<file path="config.mk">
export PLATFORM = sky130hd
export DESIGN_NAME = sym_fir_macc_sequencer
export DESIGN_NICKNAME = d
export VERILOG_FILES = /design/src/rtl/sym_fir_macc_sequencer.sv
export SDC_FILE = /design/constraint.sdc
export NUM_CORES = 1
export LEC_CHECK = 0
export ABC_AREA = 1
export CORE_ASPECT_RATIO = 0.8
export CORE_MARGIN = 5
export CORE_UTILIZATION = 50
export DETAILED_ROUTE_END_ITERATION = 7
export PLACE_DENSITY = 0.7
export SLEW_MARGIN = 10
export SYNTH_ARGS = -nofsm -noshare
export SYNTH_HDL_FRONTEND = slang
export SYNTH_SLANG_ARGS = --single-unit
</file>
<file path="constraint.sdc">
create_clock -name CLK -period 5.8 [get_ports CLK]
set_input_delay 0.87 -clock CLK [delete_from_list [all_inputs] [get_ports CLK]]
set_output_delay 0.87 -clock CLK [all_outputs]
set_load 0.01 [all_outputs]
</file>
<file path="src/rtl/sym_fir_macc_sequencer.sv">
// Symmetric FIR sequencer driving one pre-add/multiply/accumulate primitive.
// One sample in, HALF mirrored-pair taps issued, one full-precision result out.
module sym_fir_macc_sequencer #(
    parameter int          NUM_TAPS    = 16,
    parameter int          DATA_W      = 24,
    parameter int          COEF_W      = 18,
    parameter int          MACC_LAT    = 3,
    parameter logic [47:0] ROUND_CONST = 48'd0
) (
    input  logic                              CLK,
    input  logic                              RST_N,
    input  logic                              S_VALID,
    output logic                              S_READY,
    input  logic [DATA_W-1:0]                 S_DATA,
    output logic                              Y_VALID,
    input  logic                              Y_READY,
    output logic [47:0]                       Y_DATA,
    input  logic                              COEF_WE,
    input  logic [$clog2(NUM_TAPS/2)-1:0]     COEF_ADDR,
    input  logic [COEF_W-1:0]                 COEF_DATA,
    output logic                              M_CE,
    output logic                              M_LOAD,
    output logic [47:0]                       M_LOAD_DATA,
    output logic                              M_CARRYIN,
    output logic [24:0]                       M_PREADD1,
    output logic [24:0]                       M_PREADD2,
    output logic [COEF_W-1:0]                 M_MULTIPLIER,
    input  logic [47:0]                       M_PRODUCT
);

    localparam int HALF = NUM_TAPS / 2;
    localparam int PW   = $clog2(NUM_TAPS);
    localparam int KW   = $clog2(HALF);
    localparam int CW   = $clog2(MACC_LAT + 2) + 1;

    typedef enum logic [1:0] {IDLE, RUN, DRAIN} state_t;

    state_t                    state;
    logic signed [DATA_W-1:0]  dline [NUM_TAPS];
    logic signed [COEF_W-1:0]  coef  [HALF];
    logic [PW-1:0]             wr_ptr;
    logic [PW-1:0]             newest;
    logic [KW-1:0]             k;
    logic [CW-1:0]             cnt;
    logic signed [24:0]        a_p1;
    logic signed [24:0]        a_p2;
    logic signed [COEF_W-1:0]  a_mult;
    logic                      a_load;
    logic [PW-1:0]             rd_lo;
    logic [PW-1:0]             rd_hi;

    assign rd_lo       = newest - PW'(k);
    assign rd_hi       = newest - PW'(NUM_TAPS - 1) + PW'(k);
    assign S_READY     = (state == IDLE) && !Y_VALID;
    assign M_CARRYIN   = 1'b0;
    assign M_LOAD_DATA = ROUND_CONST;

    // Taps pass through a read stage (a_*) before the M_* port registers,
    // so the drain window covers that stage plus the primitive latency.
    always_ff @(posedge CLK or negedge RST_N) begin
        if (!RST_N) begin
            state        <= IDLE;
            wr_ptr       <= '0;
            newest       <= '0;
            k            <= '0;
            cnt          <= '0;
            for (int i = 0; i < NUM_TAPS; i++) dline[i] <= '0;
            for (int i = 0; i < HALF; i++) coef[i] <= '0;
            a_p1         <= '0;
            a_p2         <= '0;
            a_mult       <= '0;
            a_load       <= 1'b0;
            M_CE         <= 1'b0;
            M_LOAD       <= 1'b0;
            M_PREADD1    <= '0;
            M_PREADD2    <= '0;
            M_MULTIPLIER <= '0;
            Y_VALID      <= 1'b0;
            Y_DATA       <= '0;
        end else begin
            M_CE         <= 1'b1;
            a_p1         <= '0;
            a_p2         <= '0;
            a_mult       <= '0;
            a_load       <= 1'b0;
            M_PREADD1    <= a_p1;
            M_PREADD2    <= a_p2;
            M_MULTIPLIER <= a_mult;
            M_LOAD       <= a_load;
            if (Y_VALID && Y_READY)
                Y_VALID <= 1'b0;
            unique case (state)
                IDLE: begin
                    if (COEF_WE)
                        coef[COEF_ADDR] <= COEF_DATA;
                    if (S_VALID && S_READY) begin
                        dline[wr_ptr] <= S_DATA;
                        newest        <= wr_ptr;
                        wr_ptr        <= wr_ptr + 1'b1;
                        k             <= '0;
                        state         <= RUN;
                    end
                end
                RUN: begin
                    a_p1   <= 25'(dline[rd_lo]);
                    a_p2   <= 25'(dline[rd_hi]);
                    a_mult <= coef[k];
                    a_load <= (k == '0);
                    k      <= k + 1'b1;
                    if (k == KW'(HALF - 1)) begin
                        cnt   <= '0;
                        state <= DRAIN;
                    end
                end
                DRAIN: begin
                    cnt <= cnt + 1'b1;
                    if (cnt == CW'(MACC_LAT + 1)) begin
                        Y_DATA  <= M_PRODUCT;
                        Y_VALID <= 1'b1;
                        state   <= IDLE;
                    end
                end
                default: state <= IDLE;
            endcase
        end
    end

endmodule

</file>
# [After elaboration in Yosys (flattened, before gate mapping)]
# Index checks and enable logic that the tools add are counted.
[totals] regBits=733 output_inout_bits=169
[op_classes] n_addsub=6 n_lt_le_gt_ge=7 eq_ne=7 mux=30 bitwise_logic=5 n_reduce_logical=16
[op_table] operator="384-bit bitwise mux" count=1
[op_table] operator="24-bit binary-select mux with 4-bit select" count=2
[op_table] operator="144-bit bitwise mux" count=1
[op_table] operator="24-bit 2-to-1 mux" count=5
[op_table] operator="24-bit demux with 4-bit select" count=1
[op_table] operator="18-bit 2-to-1 mux" count=4
[op_table] operator="18-bit binary-select mux with 3-bit select" count=1
[op_table] operator="18-bit demux with 3-bit select" count=1
[op_table] operator="25-bit 2-to-1 mux" count=2
[op_table] operator="5-bit >= comparator, second input constant" count=3
[op_table] operator="4-bit inverter with 5-bit output" count=3
[op_table] operator="2-bit AND reduction" count=5
[op_table] operator="4-bit by 1-bit adder with 4-bit output, second input constant" count=2
[op_table] operator="4-bit >= comparator, second input constant" count=2
[op_table] operator="3-bit inverter with 4-bit output" count=2
[op_table] operator="4-bit case mux with 2 select lines" count=1
[op_table] operator="2-bit 2-to-1 mux" count=3
[op_table] operator="2-bit case mux with 3 select lines" count=1
[op_table] operator="3-bit case mux with 2 select lines" count=1
[op_table] operator="1-bit logical AND" count=5
[op_table] operator="5-bit by 1-bit < comparator with 1-bit output, second input constant" count=1
[op_table] operator="4-bit by 3-bit adder with 4-bit output" count=1
[op_table] operator="4-bit by 3-bit == test with 1-bit output, second input constant" count=1
[op_table] operator="4-bit by 1-bit < comparator with 1-bit output, second input constant" count=1
[op_table] operator="other kinds (16)" count=21

# [Logic depth before layout (Yosys ltp)]
# Gate-level depths: netlist of the first run.
[depth] word_depth=7 mapped_depth=17

# [Worst setup path after synthesis of the first run]
# No wires, ideal clock.
[synth_path] path_type="flip-flop to flip-flop" start="register k[0]" end="register a_p2[0]" t_arrival_ns=2.537 t_required_ns=5.681 path_slack_ns=3.144 path_stages_with_launch=15 path_buffers=6 path_cell_list="dfrtp_1 -> buf_2 -> inv_2 -> buf_2 -> buf_2 -> ha_1 -> fa_1 -> buf_2 -> buf_2 -> clkbuf_1 -> nand3_1 -> nand2_1 -> nand2_1 -> a21oi_1 -> nor2_1"
[synth_via] elab_chain_cells=6
[synth_rtl] item="start: declaration" line_no="43" text="logic [KW-1:0] k;"
[synth_rtl] item="start signal: assignment" line_no="109" text="k <= k + 1'b1;"
[synth_rtl] item="4-bit by 3-bit adder with 4-bit output" line_no="53" text="assign rd_hi = newest - PW'(NUM_TAPS - 1) + PW'(k);"
[synth_rtl] item="4-bit inverter with 5-bit output (implied by the code)" line_no="106" text="a_p2 <= 25'(dline[rd_hi]);"
[synth_rtl] item="24-bit binary-select mux with 4-bit select" line_no="106"
[synth_rtl] item="24-bit 2-to-1 mux (implied by the code) (2 in a row)" line_no="106"
[synth_rtl] item="25-bit 2-to-1 mux" line_no="92" text="unique case (state)"
[synth_rtl] item="end signal: assignment" line_no="106"
[synth_rtl] item="end: declaration" line_no="46" text="logic signed [24:0] a_p2;"
# Every way passes these cells. The select of a mux whose other input is x is not followed.
# A chain may end at the register's enable or synchronous reset.

# [Worst setup path in the final report of the first run]
[layout_path] start="register k[1]" end="register a_p2[13]"
# Same word-level chain as after synthesis.

==> out/qor.csv, run 1 <==
metric,value,unit
commonest cells in the netlist,"nand2_1 (1584), dfrtp_1 (729), nor2_1 (471)",
Tmin final,4.42,ns
initial core utilization,0.505,
DRT antenna net count,0,
routed len/inst,18.6,µm
Setup crit start kind,register,
Root Driver,clkbuf_16,
Synth Cell Area,34900,µm²
via count of the first global-routing pass,27800,
Setup crit start,k[1]$_DFFE_PN0P_,
Syn Inst Count,4451,
Layout Nets,4578,
fin util,0.574,
count of final hold-check violations,0,
post-DR vias/cell,5.45,
Die Area,75100,µm²
"count leader, synth",nand2_1,
post-CTS setup buffers,0,
Hold Buf Count CTS,0,
H-tree depth,3,
Yosys warnings,0,
clock latency on the worst-skew pair,0.63,ns
Setup CP Type,register to register,
post-synth cell types,35,
Vias,29700,
maximum fanout along the worst path,36,
num ports,267,
Core ar.,69000,µm²
row count,86,
global-route wire length before repair,159,mm
r2r startpoint,k[1]$_DFFE_PN0P_,
cts repair resizes,0,
end of the worst register-to-register path,a_p2[13]$_DFF_PN0_,
CP dominant cell by count,nand2_1,
die width,305,µm
final wirelength,102,mm
global route overflow,0,
input/output buffers,217,
Reg2Reg Depth,11,
critical path endpoint category,register,
Layout Cells excl Fill,5447,
Yosys top cell area share,0.523,
CTS tree,yes,
Worst EP required,6.35,ns
fill cell count,6258,
initial antenna violation count,4,
Die Height,246,µm
DR iter-0 viols,2816,
buffers and inverters on the worst path,3,
HPWL after DPL,57.0,mm
Worst path max stage delay,1.39,ns
Worst-Margin Slew,1.30,ns
Max-slew headroom,0.129,
async set-reset flop share out of synthesis,1.00,
mean post-synth cell area,7.83,µm²
final setup skew,0.0196,ns
final setup TNS,0,ns
dominant cell type by area after synthesis,dfrtp_1,
"EDFF count, synth",0,
"delay-heaviest family, CP",buffers and inverters,
count of endpoints failing setup in the final report,0,
"Arr. time, crit path",4.97,ns
top post-synthesis cells by area,"dfrtp_1 (52%), nand2_1 (17%), nand3_1 (5.6%)",
period utilisation layout,0.763,
largest net degree at the start of global routing,273,
CTS sink count,729,
share of the yosys chip area belonging to registers,0.523,
GP Congestion,0.811,
Post-synth top flop,dfrtp_1,
flop2flop setup slack,1.38,ns
CTS Buf Count,76,
Max Fclk,0.226,GHz
"Cell Chain, Critical Path",inv_1 -> fa_4 -> clkinv_2 -> buf_4 -> nand3_1 -> nand2_1 -> nand2_1 -> nand2_1 -> nand2_1 -> nand2_1 -> nor2_1,
"Clk pin slew, worst setup/hold paths",0.06,ns
worst min path class,input pin to async pin,
layout cells sized above 1,0.0555,
status,"finished, final reports clean",
Inst Count DP,5309,
drt first pass iters,6,
#FFs+latches synth,729,
final instance area,39600,µm²
DP Area,37100,µm²
Max Slew Vio Count,0,
maximum root-to-sink buffer count,3,
Max Cap Viol,0,
RSZ-0062 raised after global routing,false,
final routed DRC violation total,0,
area delta synth->final,13.6,%
Slowest cell on crit path,fa_4,
GR Util All Layers,0.265,
## metal layers
layer | track usage | wire length, µm | up-vias
li1 | - | - | 14200
met1 | 0.379 | 44400 | 14200
met2 | 0.417 | 46100 | 1139
met3 | 0.0400 | 7640 | 193
met4 | 0.0932 | 3440 | 0
met5 | 0 | 0 | -
## worst reg2reg max path: stages (launching register included)
cell	delay, ns
dfrtp_1	0.60
inv_1	0.52
fa_4	1.40
clkinv_2	0.77
buf_4	0.52
nand3_1	0.14
nand2_1	0.06
nand2_1	0.06
nand2_1	0.06
nand2_1	0.05
nand2_1	0.07
nor2_1	0.11
## layout by cell type (no fill, tap or decap), types with 50 or more instances in the layout
master           count
inv_1               71
conb_1              50
clkbuf_16           77
dfrtp_1            728
nor2_1             464
clkdlybuf4s50_1    216
nand3_1            390
o21ai_0            282
nand2_1           1580
a21oi_1            330
## worst max-delay path by stage
| stage | end | slack, ns | depth (start not counted) |
|---|---|---|---|
| final | a_p2[13]$_DFF_PN0_ | 1.38 | 11 |
| after global routing | a_p2[6]$_DFF_PN0_ | 1.11 | 11 |
| after CTS | a_p2[13]$_DFF_PN0_ | 1.38 | 11 |
| after detailed placement | a_p2[13]$_DFF_PN0_ | 1.41 | 11 |
| after global placement | a_p2[4]$_DFF_PN0_ | 1.47 | 11 |
| after floorplan | a_p2[0]$_DFF_PN0_ | 3.14 | 14 |
## area by class of cell
class	instances	area [µm²]	share of cell area
antenna	2	5.00	0.000126
inverter	83	323	0.00815
multi-input combinational	3307	14700	0.372
clock inverter	29	352	0.00888
sequential	729	18200	0.461
tap	924	1160	0.0292
clock buffer	107	2140	0.0540
timing repair buffer	266	2630	0.0665
## sequential cells by signal, summed over array words and instances, names as in the netlist
| register | cells |
|---|---|
| cnt | 4 |
| a_load | 1 |
| M_PREADD1 | 24 |
| wr_ptr | 4 |
| Y_VALID | 1 |
| M_LOAD | 1 |
| dline | 384 |
| Y_DATA | 48 |
| M_PREADD2 | 24 |
| a_mult | 18 |
| newest | 4 |
| M_MULTIPLIER | 18 |
| M_CE | 1 |
| state | 2 |
| coef | 144 |
| a_p1 | 24 |
| k | 3 |
| a_p2 | 24 |
## kinds of logic after synthesis
| group | count (synthesis) | share of synthesized area |
|---|---|---|
| flip-flops | 729 | 0.523 |
| adder cells (fa/ha/maj) | 17 | 0.00653 |
| other | 2 | 0.000215 |
| multiplexers | 48 | 0.0155 |
| XOR/XNOR | 6 | 0.00194 |
| buffers and inverters | 463 | 0.0634 |
| AO/OA/AOI/OAI | 720 | 0.107 |
| AND/OR/NAND/NOR | 2466 | 0.282 |
## metrics by stage
stage                     hold slack [ns]  worst slack, ns
after floorplan                     0.331             3.14
after global routing                0.364             1.11
after global placement              0.334             1.47
after CTS                           0.326             1.38
final                               0.328             1.38
after detailed placement            0.336             1.41
Power of run 1 is left out: the tool's default activity adds up to more than one toggle a clock period on the data nets, which glitch-free logic cannot reach.
==> run 2: changes to the inputs <==
- PLACE_DENSITY: 0.7 -> 0.73
- clock period: 5.8 -> 3.8 ns (I/O delays scaled with it)
==> run 2 against run 1 <==
  * Non-clock buffer count is 26 higher
  * Core utilization is 0.74 points higher
  * Via count is 1.1% higher
  * Final cell count is 0.40% higher
  * Cell area is 1.3% higher
  * Worst hold slack better by 0.012 ns
  * Sequential share of layout area is 0.59 points lower
  * Clock skew is 0.0086 ns higher
  * Fmax is 51% higher
  * Worst setup slack worse by 0.50 ns
==> out/qor.csv, run 2 (synthesis results as in run 1) <==
metric,value,unit,change
num ports,267,,unchanged
Max Fclk,0.342,GHz,+51%
Layout Cells excl Fill,5469,,+0.40%
DR iter-0 viols,3058,,+8.6%
fin util,0.582,,+0.00742
count of endpoints failing setup in the final report,0,,unchanged
final setup TNS,0,ns,unchanged
global-route wire length before repair,159,mm,about the same
DRT antenna net count,0,,unchanged
Layout Nets,4603,,+0.55%
post-CTS setup buffers,0,,unchanged
Max Slew Vio Count,0,,unchanged
initial antenna violation count,6,,+2
area delta synth->final,15.1,%,
H-tree depth,3,,unchanged
most frequent cells in the layout,"nand2_1 (1580), dfrtp_1 (728), nor2_1 (464)",,
largest net degree at the start of global routing,195,,-29%
CTS sink count,729,,unchanged
post-DR vias/cell,5.49,,+0.70%
Max Cap Viol,0,,unchanged
Largest register FFs,384,,unchanged
row count,86,,unchanged
largest reg by FF count,dline,,
Root Driver,clkbuf_16,,
clock latency on the worst-skew pair,0.65,ns,+0.02 ns
Vias,30000,,+1.1%
Tmin final,2.92,ns,-1.50 ns
Die Area,75100,µm²,unchanged
HPWL after DPL,58.4,mm,+2.5%
CP dominant cell by count,nand2_1,,
via count of the first global-routing pass,28300,,+1.7%
final wirelength,100,mm,-1.2%
GR Util All Layers,0.263,,-0.00275
initial core utilization,0.505,,unchanged
CTS tree,yes,,
Worst path max stage delay,0.80,ns,-0.59 ns
maximum fanout along the worst path,48,,+33%
CTS Buf Count,75,,-1.3%
GP Congestion,0.832,,+2.5%
Setup CP Type,register to register,,
Max-slew headroom,0.444,,+0.315
Core ar.,69000,µm²,unchanged
final setup skew,0.0283,ns,+0.00864 ns
top flop regs,"dline (384), coef (144), Y_DATA (48)",,
"Cell Chain, Critical Path",inv_1 -> ha_1 -> fa_4 -> clkinv_2 -> buf_12 -> nand3_1 -> nand2_1 -> nand2_1 -> nand2_1 -> nand2_1 -> nand2_1 -> nor2_1,,
ant diodes,0,,-2
"commonest non-fill, non-tap cell in the layout",nand2_1,,
Inst Count DP,5334,,+0.47%
drt first pass iters,6,,unchanged
routed len/inst,18.3,µm,-1.6%
"Clk pin slew, worst setup/hold paths",0.06,ns,about the same
count of final hold-check violations,0,,unchanged
"Arr. time, crit path",3.49,ns,-1.48 ns
Worst-Margin Slew,0.834,ns,-0.471 ns
worst min path class,register to register,,
Slowest cell on crit path,fa_4,,
maximum root-to-sink buffer count,3,,unchanged
RSZ-0062 raised after global routing,false,,
cts repair resizes,0,,unchanged
global route overflow,0,,unchanged
Die Height,246,µm,unchanged
die width,305,µm,unchanged
Hold Buf Count CTS,1,,+1
status,"finished, final reports clean",,
layout cells sized above 1,0.0627,,+0.00719
critical path endpoint category,register,,
input/output buffers,217,,unchanged
Setup crit start kind,register,,
period utilisation layout,0.769,,+0.00614
final hold slack,0.340,ns,+0.0121 ns
final routed DRC violation total,0,,unchanged
Worst EP required,4.36,ns,-1.99 ns
## run 2: changes by cell type in the layout (fill, tap and decap cells not counted), moves of 2 or more
| cell | before | now |
|---|---|---|
| clkinv_16 | 0 | 2 |
| buf_4 | 42 | 52 |
| inv_16 | 0 | 4 |
| clkbuf_16 | 77 | 75 |
| diode_2 | 2 | 0 |
| clkinv_4 | 3 | 1 |
| buf_12 | 7 | 22 |
| clkbuf_1 | 20 | 9 |
| clkbuf_8 | 10 | 17 |
## run 2: path summary, 6_finish.rpt
check / slack, ns / endpoint / cells past startpoint / start
worst max register to register: 0.88 / a_p1[10]$_DFF_PN0_ / 12 / newest[0]$_DFFE_PN0P_
min in group asynchronous: 0.46 / dline[212]$_DFFE_PN0P_ / 2 / RST_N
worst min register to register: 0.34 / M_PREADD1[19]$_DFF_PN0_ / 0 / a_p1[19]$_DFF_PN0_
worst min-delay path: 0.34 / M_PREADD1[19]$_DFF_PN0_ / 0 / a_p1[19]$_DFF_PN0_
max in group asynchronous: 2.16 / a_mult[5]$_DFF_PN0_ / 3 / RST_N
worst max-delay path: 0.88 / a_p1[10]$_DFF_PN0_ / 12 / newest[0]$_DFFE_PN0P_
## run 2: area by class of cell
| cell class | instances | area, µm² |
|---|---|---|
| tap | 924 | 1160 |
| sequential | 729 | 18200 |
| multi-input combinational | 3307 | 14700 |
| inverter | 83 | 322 |
| clock inverter | 33 | 479 |
| timing repair buffer | 292 | 3020 |
| fill | 6104 | 28900 |
| clock buffer | 101 | 2140 |
## run 2: layer usage
metal | share of wire | GRT usage | up-vias | routed length (µm)
met5 | 0.00013 | 0 | - | 13
met3 | 0.091 | 0.0552 | 188 | 9110
met4 | 0.026 | 0.0720 | 2 | 2610
met1 | 0.43 | 0.382 | 14300 | 43400
li1 | - | - | 14300 | -
met2 | 0.45 | 0.404 | 1262 | 45200
## run 2: worst max-delay path: cells and delay by family, from the launching register on
kind,cells,cell delay (ns)
adder cells (fa/ha/maj),2,1.03
buffers and inverters,3,0.90
flip-flops,1,0.35
AND/OR/NAND/NOR,7,0.54
## run 2: per-stage QoR
step                      cell area (µm²)  setup slack (ns)
after global routing                40100             0.761
after floorplan                     35000              1.14
after CTS                           40100             0.928
final                               40100             0.878
after global placement              37500             0.988
after detailed placement            37500             0.935
Power of run 2 is left out for the same reason.
